<file path="src/rtl/des_key_sched_rev_if.sv">
// Handshake and key bus between the DES key scheduler and its consumer.
interface des_key_sched_rev_if;
  logic        start;
  logic        decrypt;
  logic [63:0] key_in;
  logic [47:0] subkey;
  logic        subkey_valid;
  logic        subkey_ready;
  logic [3:0]  round_idx;
  logic        last;
  logic        busy;
  logic        done;
  logic        key_par_err;

  modport master (
    output start, decrypt, key_in, subkey_ready,
    input  subkey, subkey_valid, round_idx, last, busy, done, key_par_err
  );
  modport slave (
    input  start, decrypt, key_in, subkey_ready,
    output subkey, subkey_valid, round_idx, last, busy, done, key_par_err
  );
endinterface

</file>
<file path="src/rtl/des_key_sched_rev.sv">
// Iterative DES key schedule: one PC-1 load, then one registered PC-2 subkey per transfer,
// walking K1..K16 (left rotations) or K16..K1 (right rotations).
module des_key_sched_rev #(
  parameter bit KEY_PARITY_CHK = 1'b0
) (
  input logic           clk,
  input logic           rst_n,
  des_key_sched_rev_if.slave ks
);
  localparam logic [1:0] IDLE = 2'd0, EMIT = 2'd1, DONE = 2'd2;

  // Tables hold DES (1-based, MSB-first) bit numbers exactly as published.
  localparam int PC1 [56] = '{57,49,41,33,25,17, 9, 1,58,50,42,34,26,18,
                              10, 2,59,51,43,35,27,19,11, 3,60,52,44,36,
                              63,55,47,39,31,23,15, 7,62,54,46,38,30,22,
                              14, 6,61,53,45,37,29,21,13, 5,28,20,12, 4};
  localparam int PC2 [48] = '{14,17,11,24, 1, 5, 3,28,15, 6,21,10,
                              23,19,12, 4,26, 8,16, 7,27,20,13, 2,
                              41,52,31,37,47,55,30,40,51,45,33,48,
                              44,49,39,56,34,53,46,42,50,36,29,32};

  function automatic logic [55:0] pc1(input logic [63:0] k);
    logic [55:0] r;
    r = '0;
    for (int i = 0; i < 56; i++) r[6'(55 - i)] = k[6'(64 - PC1[i])];
    return r;
  endfunction

  function automatic logic [47:0] pc2(input logic [55:0] v);
    logic [47:0] r;
    r = '0;
    for (int i = 0; i < 48; i++) r[6'(47 - i)] = v[6'(56 - PC2[i])];
    return r;
  endfunction

  // C and D rotate independently; MSB of each half is DES bit 1 of that half.
  function automatic logic [55:0] rotcd(input logic [55:0] v, input logic left, input logic two);
    logic [27:0] c, d;
    c = v[55:28];
    d = v[27:0];
    if (left) begin
      c = two ? {c[25:0], c[27:26]} : {c[26:0], c[27]};
      d = two ? {d[25:0], d[27:26]} : {d[26:0], d[27]};
    end else begin
      c = two ? {c[1:0], c[27:2]} : {c[0], c[27:1]};
      d = two ? {d[1:0], d[27:2]} : {d[0], d[27:1]};
    end
    return {c, d};
  endfunction

  // Rounds 1, 2, 9, 16 (index 0, 1, 8, 15) shift by one.
  function automatic logic shift1(input logic [3:0] i);
    return (i == 4'd0) || (i == 4'd1) || (i == 4'd8) || (i == 4'd15);
  endfunction

  logic [1:0]  state;
  logic [55:0] cd, cd_nxt, k_pc1, k_rol1;
  logic [47:0] sk;
  logic [3:0]  idx;
  logic        mode, perr, par_bad, last_i, xfer;

  always_comb begin
    k_pc1  = pc1(ks.key_in);
    k_rol1 = rotcd(k_pc1, 1'b1, 1'b0);
    cd_nxt = mode ? rotcd(cd, 1'b0, !shift1(idx))
                  : rotcd(cd, 1'b1, !shift1(idx + 4'd1));
    last_i = (state == EMIT) && (mode ? (idx == 4'd0) : (idx == 4'd15));
    xfer   = (state == EMIT) && ks.subkey_ready;
  end

  always_comb begin
    par_bad = 1'b0;
    for (int b = 0; b < 8; b++) par_bad = par_bad | ~(^ks.key_in[8*b +: 8]);
    if (!KEY_PARITY_CHK) par_bad = 1'b0;
  end

  always_ff @(posedge clk or negedge rst_n) begin
    if (!rst_n) begin
      state <= IDLE;
      cd    <= '0;
      sk    <= '0;
      idx   <= '0;
      mode  <= 1'b0;
      perr  <= 1'b0;
    end else begin
      case (state)
        IDLE: if (ks.start) begin
          mode  <= ks.decrypt;
          perr  <= par_bad;
          state <= EMIT;
          // Sixteen rounds rotate 28 positions in total, so C16/D16 equal C0/D0.
          if (ks.decrypt) begin
            cd  <= k_pc1;
            sk  <= pc2(k_pc1);
            idx <= 4'd15;
          end else begin
            cd  <= k_rol1;
            sk  <= pc2(k_rol1);
            idx <= 4'd0;
          end
        end
        EMIT: if (xfer) begin
          if (last_i) begin
            state <= DONE;
          end else begin
            cd  <= cd_nxt;
            sk  <= pc2(cd_nxt);
            idx <= mode ? idx - 4'd1 : idx + 4'd1;
          end
        end
        DONE:    state <= IDLE;
        default: state <= IDLE;
      endcase
    end
  end

  assign ks.subkey       = sk;
  assign ks.subkey_valid = (state == EMIT);
  assign ks.round_idx    = idx;
  assign ks.last         = last_i;
  assign ks.busy         = (state != IDLE);
  assign ks.done         = (state == DONE);
  assign ks.key_par_err  = perr;
endmodule
</file>
<file path="src/flat_wrapper.sv">
// flat-port wrapper written by rule: the top's interface ports become plain ports
module des_key_sched_rev_flat 
#(
  parameter bit KEY_PARITY_CHK = 1'b0
)
  (clk, rst_n, ks_start, ks_decrypt, ks_key_in, ks_subkey_ready, ks_subkey, ks_subkey_valid, ks_round_idx, ks_last, ks_busy, ks_done, ks_key_par_err);
  des_key_sched_rev_if ks_i ();
  input logic clk;
  input logic rst_n;
  input wire logic [$bits(ks_i.start)-1:0] ks_start;
  input wire logic [$bits(ks_i.decrypt)-1:0] ks_decrypt;
  input wire logic [$bits(ks_i.key_in)-1:0] ks_key_in;
  input wire logic [$bits(ks_i.subkey_ready)-1:0] ks_subkey_ready;
  output wire logic [$bits(ks_i.subkey)-1:0] ks_subkey;
  output wire logic [$bits(ks_i.subkey_valid)-1:0] ks_subkey_valid;
  output wire logic [$bits(ks_i.round_idx)-1:0] ks_round_idx;
  output wire logic [$bits(ks_i.last)-1:0] ks_last;
  output wire logic [$bits(ks_i.busy)-1:0] ks_busy;
  output wire logic [$bits(ks_i.done)-1:0] ks_done;
  output wire logic [$bits(ks_i.key_par_err)-1:0] ks_key_par_err;
  assign ks_i.start = ks_start;
  assign ks_i.decrypt = ks_decrypt;
  assign ks_i.key_in = ks_key_in;
  assign ks_i.subkey_ready = ks_subkey_ready;
  assign ks_subkey = ks_i.subkey;
  assign ks_subkey_valid = ks_i.subkey_valid;
  assign ks_round_idx = ks_i.round_idx;
  assign ks_last = ks_i.last;
  assign ks_busy = ks_i.busy;
  assign ks_done = ks_i.done;
  assign ks_key_par_err = ks_i.key_par_err;
  des_key_sched_rev #(.KEY_PARITY_CHK(KEY_PARITY_CHK)) u_core (.clk(clk), .rst_n(rst_n), .ks(ks_i));
endmodule
</file>
<file path="config.mk">
export PLATFORM = sky130hd
export DESIGN_NAME = des_key_sched_rev_flat
export DESIGN_NICKNAME = d
export VERILOG_FILES = /design/src/rtl/des_key_sched_rev_if.sv /design/src/rtl/des_key_sched_rev.sv /design/src/flat_wrapper.sv
export SDC_FILE = /design/constraint.sdc
export NUM_CORES = 1
export LEC_CHECK = 0
export BUFFER_PORTS_ARGS = -buffer_cell sky130_fd_sc_hd__buf_2
export CORE_MARGIN = 2
export CORE_UTILIZATION = 49
export CTS_CLUSTER_SIZE = 30
export DETAILED_ROUTE_END_ITERATION = 12
export PLACE_DENSITY = 0.77
export SLEW_MARGIN = 20
export SYNTH_ARGS = -nofsm -noshare
export SYNTH_HDL_FRONTEND = slang
export SYNTH_SLANG_ARGS = --single-unit
</file>
<file path="constraint.sdc">
create_clock -name clk -period 2.1 [get_ports clk]
set_clock_uncertainty 0.2 [all_clocks]
set_input_delay 0.315 -clock clk [delete_from_list [all_inputs] [get_ports clk]]
set_output_delay 0.315 -clock clk [all_outputs]
set_load 0.01 [all_outputs]
</file>
### Word-level counts from Yosys, hierarchy flattened

Cells that the tools add are included.
W data, S select, Z words.

* flip-flop bits (word level): 111
* bits in latches: 0
* bits in writable memories: 0
* bits in read-only memories: 0
* output and inout port bits: 57
* word-level logic and storage cells: 61
* memories kept: 0

* add/sub/neg operators: 2
* $mul: 0
* divide/modulo/power cells: 0
* magnitude comparators: 0
* eq/ne operators: 12
* shift operators: 0
* multiplexer cells: 26
* bitwise gates (word level): 0
* reductions and logical operators: 16

Operators by type and width (count)
* $mux W56: 4
* $mux W48: 3
* $mux W28: 4
* $pmux W56 S2: 1
* $pmux W48 S2: 1
* $mux W33: 1
* $mux W32: 1
* $mux W4: 5
* $eq A4 B4 Y1 const B: 4
* $eq A4 B1 Y1 const B: 2
* $logic_not A4 Y1: 2
* $pmux W4 S2: 1
* $logic_or A1 B1 Y1: 6
* $mux W2: 3
* $add A4 B1 Y4 const B: 1
* $ne A2 B1 Y1 const B: 2
* $ne A2 B2 Y1 const B: 2
* $pmux W2 S2: 1
* $reduce_and A4 Y1: 1
* $reduce_bool A2 Y1: 2
* $sub A4 B1 Y4 const B: 1
* $reduce_and A3 Y1: 1
* $eq A2 B1 Y1 const B: 1
* $eq A2 B2 Y1 const B: 1
* other kinds (4): 5

### Longest topological paths before layout

Gate-level depths: netlist (run 1).

* depth after elaboration: 10
* depth in mapped cells: 9
* depth with buffers taken out: 7

### Least setup slack after synthesis (run 1)

OpenSTA, ideal clock, no wires.

* path type: flip-flop to flip-flop
* from: register u_core.idx[0] (netlist: u_core.ks.round_idx[0])
* to: register u_core.cd[23]
* library setup time: 122 ps
* arrival time: 2088 ps
* path slack: -309 ps
* cell stages (with the launch flop): 9
* path buffers: 1
* clock period less this slack: 2409 ps
* cell sequence: dfrtp_1 > inv_1 > ha_1 > a21oi_1 > o21a_2 > nand3_2 > buf_2 > or2_2 > a32o_1

* cells in the longest elaborated chain, start to end: 10
* elaborated cells between the ends (all ways): 25
* those cells by class: add/sub: 1; eq/ne: 7; mux: 7; reduce/logical: 10

Ends and longest elaborated chain
* from (decl): line des_key_sched_rev.sv:59 `logic [3:0] idx;`
* from (signal assigned): line des_key_sched_rev.sv:108 `idx <= mode ? idx - 4'd1 : idx + 4'd1;`
* $add A4 B1 Y4: line des_key_sched_rev.sv:66 `: rotcd(cd, 1'b1, !shift1(idx + 4'd1));`
* $eq A4 B1 Y1 / $logic_not A4 Y1 (equally long branches): line des_key_sched_rev.sv:53 `return (i == 4'd0) || (i == 4'd1) || (i == 4'd8) || (i == 4'd15);`
* $logic_or A1 B1 Y1 (3 in series): line des_key_sched_rev.sv:53
* $mux W28: line des_key_sched_rev.sv:43 `d = two ? {d[25:0], d[27:26]} : {d[26:0], d[27]};`
* $mux W56: line des_key_sched_rev.sv:65 `cd_nxt = mode ? rotcd(cd, 1'b0, !shift1(idx))`
* $mux W56: line des_key_sched_rev.sv:103 `if (last_i) begin`
* $mux W56: line des_key_sched_rev.sv:102 `EMIT: if (xfer) begin`
* $pmux W56 S2: line des_key_sched_rev.sv:86 `case (state)`
* to (signal assigned): line des_key_sched_rev.sv:93 `cd <= k_pc1;`
* to (signal assigned): line des_key_sched_rev.sv:97 `cd <= k_rol1;`
* to (signal assigned): line des_key_sched_rev.sv:106 `cd <= cd_nxt;`
* to (decl): line des_key_sched_rev.sv:57 `logic [55:0] cd, cd_nxt, k_pc1, k_rol1;`

Parallel ways exist; a longest one is shown, timed or not. The select of a mux whose other input is x is not followed.
A chain may end at the register's enable or synchronous reset.

### Final worst setup path (run 1)

* from: register u_core.idx[0] (netlist: u_core.ks.round_idx[0])
* to: register u_core.cd[17]

Same word-level chain as after synthesis.

==> flow_summary.toml, run 1 <==
[outcome]
outcome = "finished, violations left"
violations = "setup timing"

[power_and_ir_drop]
power.leakage_uw = 0.00268
seqPwrFrac = 0.230
clkPwrFrac = 0.089
p_int_uw = 6190
power_frac_comb = 0.681
vdd_drop_max_uv = 950
p_sw_uw = 6010
p_total_uw = 12200
swShare = 0.492
power.density_mw_per_mm2 = 1970

[clock_tree]
htreeDepth = 3
clk_latency_ps = 360
cts_tree = "yes"
cts_root_buf = "clkbuf_8"
clk_transition_reported_paths_ps = 80
cts_buffers = 9
clock-sinks = 63
cts.path.max_buffers = 2

[finish]
antennaDiodeCount = 0
register_area_mm2 = 0.00158
fill_cells = 765
final_cell_mix = "nand2_1 (74), dfrtp_1 (61), buf_2 (54)"
fin_area_mm2 = 0.00620
multi_input_area_mm2 = 0.00324
fin_nets = 737
drive_above_1_share = 0.346
syn_to_final_growth_pct = 27.4
layout_commonest_cell = "nand2_1"

[logic_synthesis]
ys_seq_area_frac = 0.324
async_flop_share = 1.00
avgSynthCellArea_um2 = 8.05
netlist_area_mm2 = 0.00486
synthDistinctLibCells = 61
synth_edf_count = 0
ys.flop_type = "dfrtp_1"
ys_ff_latch = 63
syn_inst = 604
ys_warn_count = 0

[timing]
tns_ps = -12070
max_clock_freq_mhz = 419
min_period_ps = 2390
grt_setup_unrepaired = "yes"
finalHoldViolations = 0
fin_ws_ps = -287
setup_viol_count_final = 57
worst_slew_pin_slew_ps = 624
report.final.slew_viol_count = 0
whs_ps = 0.156
relSlewSlack = 0.584
period_share = 1.14

[worst_setup_path]
crit_type = "register to register"
worstPathRequired_ps = 2150
crit_path_start_kind = "register"
crit_arrival_ps = 2430
critPathSlowestCell = "or4b_4"
critical_path.cell_chain = "ha_4 > or4b_4 > o21ai_4 > nor2_4 > buf_12 > mux2i_1 > a221o_1"
max_stage_delay_ps = 570
endpoint_kind = "register"
cp_max_fo = 6

[floorplan]
die-width_um = 104
start_util = 0.502
die_y_um = 104
io_pins = 126
die_area_mm2 = 0.0107
rows = 36
core-area_mm2 = 0.00968

[drt]
route.detailed.drc = 0
first_iter_violations = 539
drt_pass1_iterations = 8
final_antenna_net_count = 0
vias = 5144
vias_per_cell = 6.42
wl_um = 15600
wl_per_cell_um = 19.5

[global_routing]
grt_pass1_wl_um = 24200
first_global_vias = 4821
grt_max_degree = 64
antenna_found_initial = 0
overflow = 0
grt.total_usage = 0.274

[run]
maxCapViolations = 0

[placement]
dp_hpwl_um = 9350
port_buffers = 54
gp_congestion = 0.925
placed_area_mm2 = 0.00541

[worst_hold_path]
hold_class = "primary input to register"
-- routing by layer --
metal | global-route usage | up-vias | wire length (um)
met5 | 0 | - | 0
met4 | 0.103 | 0 | 343
met3 | 0.0573 | 41 | 1670
met2 | 0.433 | 338 | 7390
met1 | 0.370 | 2474 | 6240
li1 | - | 2291 | -
-- flip-flops by register name, summed over array words and instances (netlist names) --
register	cells
u_core.cd	56
u_core.ks.round_idx	4
u_core.state	2
u_core.mode	1
-- critical path, delay by kind of cell (launching register included) --
kind	cells	cell delay, ps
multiplexers	1	120
AO/OA/AOI/OAI	2	460
adder cells (fa/ha/maj)	1	180
buffers and inverters	1	150
AND/OR/NAND/NOR	2	700
flip-flops	1	460
-- synth_stat cells (all sizes together) (5+ instances only) --
library cell	instances	area (um2)
inv	6	22.5
o31ai	50	385
o21ai	63	330
nor2	36	138
nand3	9	50.1
buf	68	474
o221ai	5	43.8
nand2	75	282
o22ai	38	238
mux2	6	75.1
a21oi	54	274
dfrtp	63	1580
nand2b	5	31.3
a211oi	9	67.6
ha	5	62.6
clkbuf	31	116
mux2i	17	170
or2	8	50.0
-- cells by family after synthesis --
logic type,Yosys count,share of synthesized area
compound gates,259,0.350
xor+xnor,1,0.00180
fa+ha+maj,5,0.0129
buf+inv,106,0.127
flops,63,0.324
mux,23,0.0504
other cells,1,0.000771
simple gates,146,0.133
-- path summary, 6_finish.rpt --
check | cells past startpoint | to | slack (ps) | from
max in group asynchronous | 3 | u_core.ks.round_idx[0] | 1080 | rst_n
setup reg to reg | 7 | u_core.cd[17] | -290 | u_core.ks.round_idx[0]
min in group asynchronous | 3 | u_core.cd[10] | 290 | rst_n
hold / removal | 3 | u_core.cd[12] | 0.2 | ks_key_in[3]
setup / recovery | 7 | u_core.cd[17] | -290 | u_core.ks.round_idx[0]
hold reg to reg | 1 | u_core.state[0] | 300 | u_core.state[1]
-- through the flow --
| step | util | worst slack [ps] | instances |
|---|---|---|---|
| 2_1_floorplan | - | -130 | 626 |
| 3_3_place_gp | 0.559 | -167 | 773 |
| 3_5_place_dp | 0.559 | -256 | 773 |
| 4_1_cts | 0.612 | -230 | 801 |
| 5_1_grt | 0.640 | -336 | 801 |
| 6_report | 0.640 | -287 | 801 |
-- cell type report --
cell class	instances	share of cell area
well taps	133	0.0268
flip-flops and latches	63	0.255
multi-input cells	458	0.523
clock buffers	12	0.0234
inverters	7	0.00464
clock inverters	4	0.00727
repair buffers	124	0.160
-- power groups by stage --
stage / Combinational, uW / Sequential, uW / Clock [uW]
6_report: 8300 / 2810 / 1090
4_1_cts: 7350 / 2680 / 1090
3_3_place_gp: 6430 / 2610 / 0
3_5_place_dp: 6610 / 2650 / 0
5_1_grt: 8860 / 2870 / 1150
2_1_floorplan: 4890 / 2390 / 0
-- timing repair --
item                                    in CTS  in global routing
gates resized for setup                     44                 53
pin swaps                                    6                  9
setup buffers                               11                  1
endpoints found under the setup margin      60                 61
hold endpoints to repair                    63                  0
hold buffers                                 1                  0
cloned                                       1                  0
(Power assumes the default switching activity.)
==> run 2, diff against run 1 <==
- SETUP_SLACK_MARGIN: not set -> 0.5
==> run 2 against run 1 <==
  * The run still ends with setup timing left
  * Core utilization rose by 8.9 points
  * Register-to-register slack got worse by 100 ps
  * Wire length rose by 23%
  * Largest cell class unchanged
  * Largest power group unchanged
==> flow_summary.toml, run 2 (synthesis results as in run 1) <==
[drt]
first_iter_violations = 802
wl_per_cell_um = 23.1
route.detailed.drc = 0
vias = 5656
final_antenna_net_count = 0
vias_per_cell = 6.79
drt_pass1_iterations = 6
wl_um = 19200

[global_routing]
first_global_vias = 5166
overflow = 0
grt_max_degree = 59
grt_pass1_wl_um = 26800
antenna_found_initial = 0
grt.total_usage = 0.305

[clock_tree]
clock-sinks = 63
clk_latency_ps = 370
clk_transition_reported_paths_ps = 80
htreeDepth = 3
cts_root_buf = "clkbuf_8"
cts_tree = "yes"
cts_buffers = 9
cts.path.max_buffers = 2

[finish]
regMostFlops = "u_core.cd"
largest_reg_flops = 56
fin_area_mm2 = 0.00706
fin_nets = 769
syn_to_final_growth_pct = 45.0
final_util = 0.729
layout_commonest_cell = "nand2_1"
final_cell_mix = "nand2_1 (63), dfrtp_1 (55), buf_2 (51)"
drive_above_1_share = 0.440
antennaDiodeCount = 0
fill_cells = 582

[floorplan]
io_pins = 126
rows = 36
start_util = 0.502
die_area_mm2 = 0.0107
die-width_um = 104
die_y_um = 104
core-area_mm2 = 0.00968

[worst_setup_path]
crit_path_start_kind = "register"
critical_path.cell_chain = "buf_6 > ha_2 > a21oi_4 > buf_6 > o21ai_4 > o21ai_4 > bufbuf_16 > o22ai_1 > o31ai_1"
crit_type = "register to register"
worstPathRequired_ps = 2140
critPathSlowestCell = "dfrtp_2"
endpoint_kind = "register"
crit_arrival_ps = 2520
ff2ff_setup_slack_ps = -390
max_stage_delay_ps = 460
cp_max_fo = 8

[power_and_ir_drop]
clkPwrFrac = 0.082
power.density_mw_per_mm2 = 2060
power.leakage_uw = 0.00303
p_int_uw = 7420
swShare = 0.489
p_sw_uw = 7120
vdd_drop_max_uv = 958
power_frac_comb = 0.717
seqPwrFrac = 0.201

[placement]
port_buffers = 54
dp_hpwl_um = 9680
placed_area_mm2 = 0.00552
gp_congestion = 0.947

[timing]
finalHoldViolations = 0
grt_setup_unrepaired = "yes"
relSlewSlack = 0.521
tns_ps = -14410
setup_viol_count_final = 61
period_share = 1.18
whs_ps = 9.36
max_clock_freq_mhz = 402
worst_slew_pin_slew_ps = 716
fin_ws_ps = -387
min_period_ps = 2490
report.final.slew_viol_count = 0

[run]
maxCapViolations = 0

[outcome]
outcome = "finished, violations left"
violations = "setup timing"

[worst_hold_path]
hold_class = "primary input to register"
==> run 2: cell types whose count changed in the layout (fill, tap and decap cells not counted), sizes merged <==
cell,previous run,this run
buf,123,151
clkbuf,12,16
bufbuf,0,1
bufinv,1,2
clkinv,4,3
nor2,37,36
==> run 2: worst max-delay path, delay by kind of cell (launching register included) <==
family          cells  cell delay, ps
buf+inv             3             600
flops               1             460
compound gates      5             880
fa+ha+maj           1             200
==> run 2: area by class of cell <==
cell class              instances  area [um2]  area share
multi-input cells             457        3520       0.499
clock buffers                  12         135      0.0192
clock inverters                 4        70.1     0.00993
well taps                     133         166      0.0236
inverters                       7        36.3     0.00514
repair buffers                157        1540       0.219
flip-flops and latches         63        1590       0.225
==> run 2: per-stage QoR <==
step	total power, uW	setup slack [ps]	cells
after global placement	9270	-132	780
final	14500	-387	833
after floorplan	7370	-130	626
after global routing	15100	-419	833
after detailed placement	9490	-222	780
after CTS	12000	-223	816
==> run 2: what timing repair did <==
action	4_1_cts	5_1_grt
endpoints found under the setup margin	68	74
gates resized for setup	80	106
hold endpoints to repair	18	0
setup buffers	14	13
cloned	5	4
hold buffers	1	0
pin swaps	12	12
==> run 2: power by group through the flow <==
stage | clock [uW] | combinational [uW] | sequential [uW]
after global placement | 0 | 6650 | 2620
after floorplan | 0 | 4970 | 2400
after CTS | 1180 | 8140 | 2680
after global routing | 1220 | 10900 | 2950
final | 1190 | 10400 | 2930
after detailed placement | 0 | 6830 | 2650
==> run 2: final timing paths <==
kind                       depth (start not counted)       endpoint                   start
hold reg to reg                                    2  u_core.cd[47]           u_core.cd[47]
min in group asynchronous                          2  u_core.cd[31]                   rst_n
max in group asynchronous                          3  u_core.cd[38]                   rst_n
setup reg to reg                                   9  u_core.cd[35]  u_core.ks.round_idx[1]
setup / recovery                                   9  u_core.cd[35]  u_core.ks.round_idx[1]
hold / removal                                     3  u_core.cd[28]           ks_key_in[28]
==> run 2: per-layer routing <==
metal | track usage | vias up | wire, um
met5 | 0 | - | 0
met4 | 0.141 | 0 | 1120
met3 | 0.0680 | 142 | 2130
met2 | 0.479 | 500 | 8950
met1 | 0.402 | 2645 | 7040
li1 | - | 2369 | -
==> run 3, diff against run 2 <==
- PLACE_DENSITY: 0.77 -> not set
- PLACE_DENSITY_LB_ADDON: not set -> 0.25
==> run 3 against run 2 <==
  * Clock power shrank 23%
  * Combinational power shrank 12%
  * The flow still finishes with violations (setup timing)
  * Via count shrank 7.1%
  * Final area shrank 7.2%
  * Flip-flop and latch count is the same
  * Fmax grew 5.1%
  * Global-route usage shrank 3.4 points
  * Highest routed layer unchanged
  * Critical endpoint is now u_core.cd[40]
  * Core utilization shrank 5.3 points
  * Die area is the same
  * Setup slack gained 120 ps
  * Critical path depth grew 1
  * Largest cell class unchanged
==> flow_summary.toml, run 3 (synthesis results as in run 1) <==
[global_routing]
grt.total_usage = 0.271
antenna_found_initial = 0
grt_pass1_wl_um = 23800
overflow = 0
first_global_vias = 4620
grt_max_degree = 38

[run]
maxCapViolations = 0

[worst_hold_path]
hold_class = "primary input to register"
min-delay-start = "ks_key_in[3]"

[finish]
largest_reg_flops = 56
syn_to_final_growth_pct = 34.6
final_cell_mix = "nand2_1 (74), dfrtp_1 (56), a21oi_1 (52), buf_2 (52)"
drive_above_1_share = 0.375
layout_commonest_cell = "nand2_1"
fin_nets = 756
regMostFlops = "u_core.cd"
antennaDiodeCount = 0

[clock_tree]
clk_transition_reported_paths_ps = 80
clk_latency_ps = 350
cts_root_buf = "clkbuf_8"
clock-sinks = 63
htreeDepth = 3
cts_buffers = 9
cts.path.max_buffers = 2
cts_tree = "yes"

[timing]
fin_ws_ps = -266
whs_ps = 31.7
worst_slew_pin_slew_ps = 601
max_clock_freq_mhz = 423
period_share = 1.13
tns_ps = -11060
report.final.slew_viol_count = 0
setup_viol_count_final = 57
relSlewSlack = 0.598
min_period_ps = 2370
grt_setup_unrepaired = "yes"
finalHoldViolations = 0

[floorplan]
core-area_mm2 = 0.00968
rows = 36
die-width_um = 104
start_util = 0.502
die_area_mm2 = 0.0107
die_y_um = 104
io_pins = 126

[worst_setup_path]
reg2reg_from = "u_core.ks.round_idx[1]"
crit_type = "register to register"
crit_arrival_ps = 2430
endpoint_kind = "register"
crit_path_start_kind = "register"
cp_max_fo = 8
worstPathRequired_ps = 2160
setup.worst_path.start = "u_core.ks.round_idx[1]"

[drt]
vias_per_cell = 6.42
first_iter_violations = 633
final_antenna_net_count = 0
vias = 5255
route.detailed.drc = 0
wl_per_cell_um = 19.5
wl_um = 16000
drt_pass1_iterations = 6

[placement]
dp_hpwl_um = 9800
gp_congestion = 0.911
port_buffers = 54

[power_and_ir_drop]
power.density_mw_per_mm2 = 1960
power.leakage_uw = 0.00284
p_total_uw = 12900
vdd_drop_max_uv = 1010

[outcome]
violations = "setup timing"
outcome = "finished, violations left"
-- run 3: layer usage --
metal / GRT usage / share of wire
met4: 0.0878 / 0.019
met1: 0.369 / 0.41
met3: 0.0478 / 0.098
met5: 0 / 0
met2: 0.440 / 0.47
-- run 3: cell type report --
| type | instances | area, um2 |
|---|---|---|
| inverter | 7 | 36.3 |
| tap | 133 | 166 |
| clock buffer | 9 | 124 |
| sequential | 63 | 1590 |
| multi-input combinational | 457 | 3260 |
| fill | 727 | 3140 |
| clock inverter | 5 | 27.5 |
| timing repair buffer | 144 | 1350 |
-- run 3: stage by stage --
step | setup slack (ps) | utilization | instances | area, um2
6_report | -266 | 0.676 | 818 | 6550
5_1_grt | -326 | 0.676 | 818 | 6550
4_1_cts | -252 | 0.619 | 808 | 5990
3_5_place_dp | -247 | 0.576 | 780 | 5580
3_3_place_gp | -154 | 0.576 | 780 | 5580
2_1_floorplan | -130 | - | 626 | 5070
-- run 3: worst max-delay path, stage by stage (launching register included) --
cell and delay, ps:
dfrtp_2 460, buf_6 150, ha_4 170, a21oi_4 180, buf_6 120, o21ai_4 80
o21ai_4 240, buf_12 190, clkbuf_16 160, o22ai_2 90, o31ai_2 230
-- run 3: report_power, final --
group / switching, uW / internal, uW
clock: 505 / 406
sequential: 1010 / 1800
combinational: 4660 / 4470
-- run 3: repair_timing --
item,in CTS,in global routing
buffers inserted,12,5
resized for setup,32,88
cloned,1,5
hold buffers,1,0
setup endpoints to repair,66,70
hold endpoints to repair,19,0
pin swaps,6,30
-- run 3: final timing paths --
check | cells after the start | end | slack, ps
setup / recovery | 10 | u_core.cd[40] | -270
hold / removal | 3 | u_core.cd[12] | 30
setup reg to reg | 10 | u_core.cd[40] | -270
hold reg to reg | 2 | u_core.cd[51] | 370
max in group asynchronous | 3 | u_core.cd[1] | 840
min in group asynchronous | 2 | u_core.ks.round_idx[2] | 290
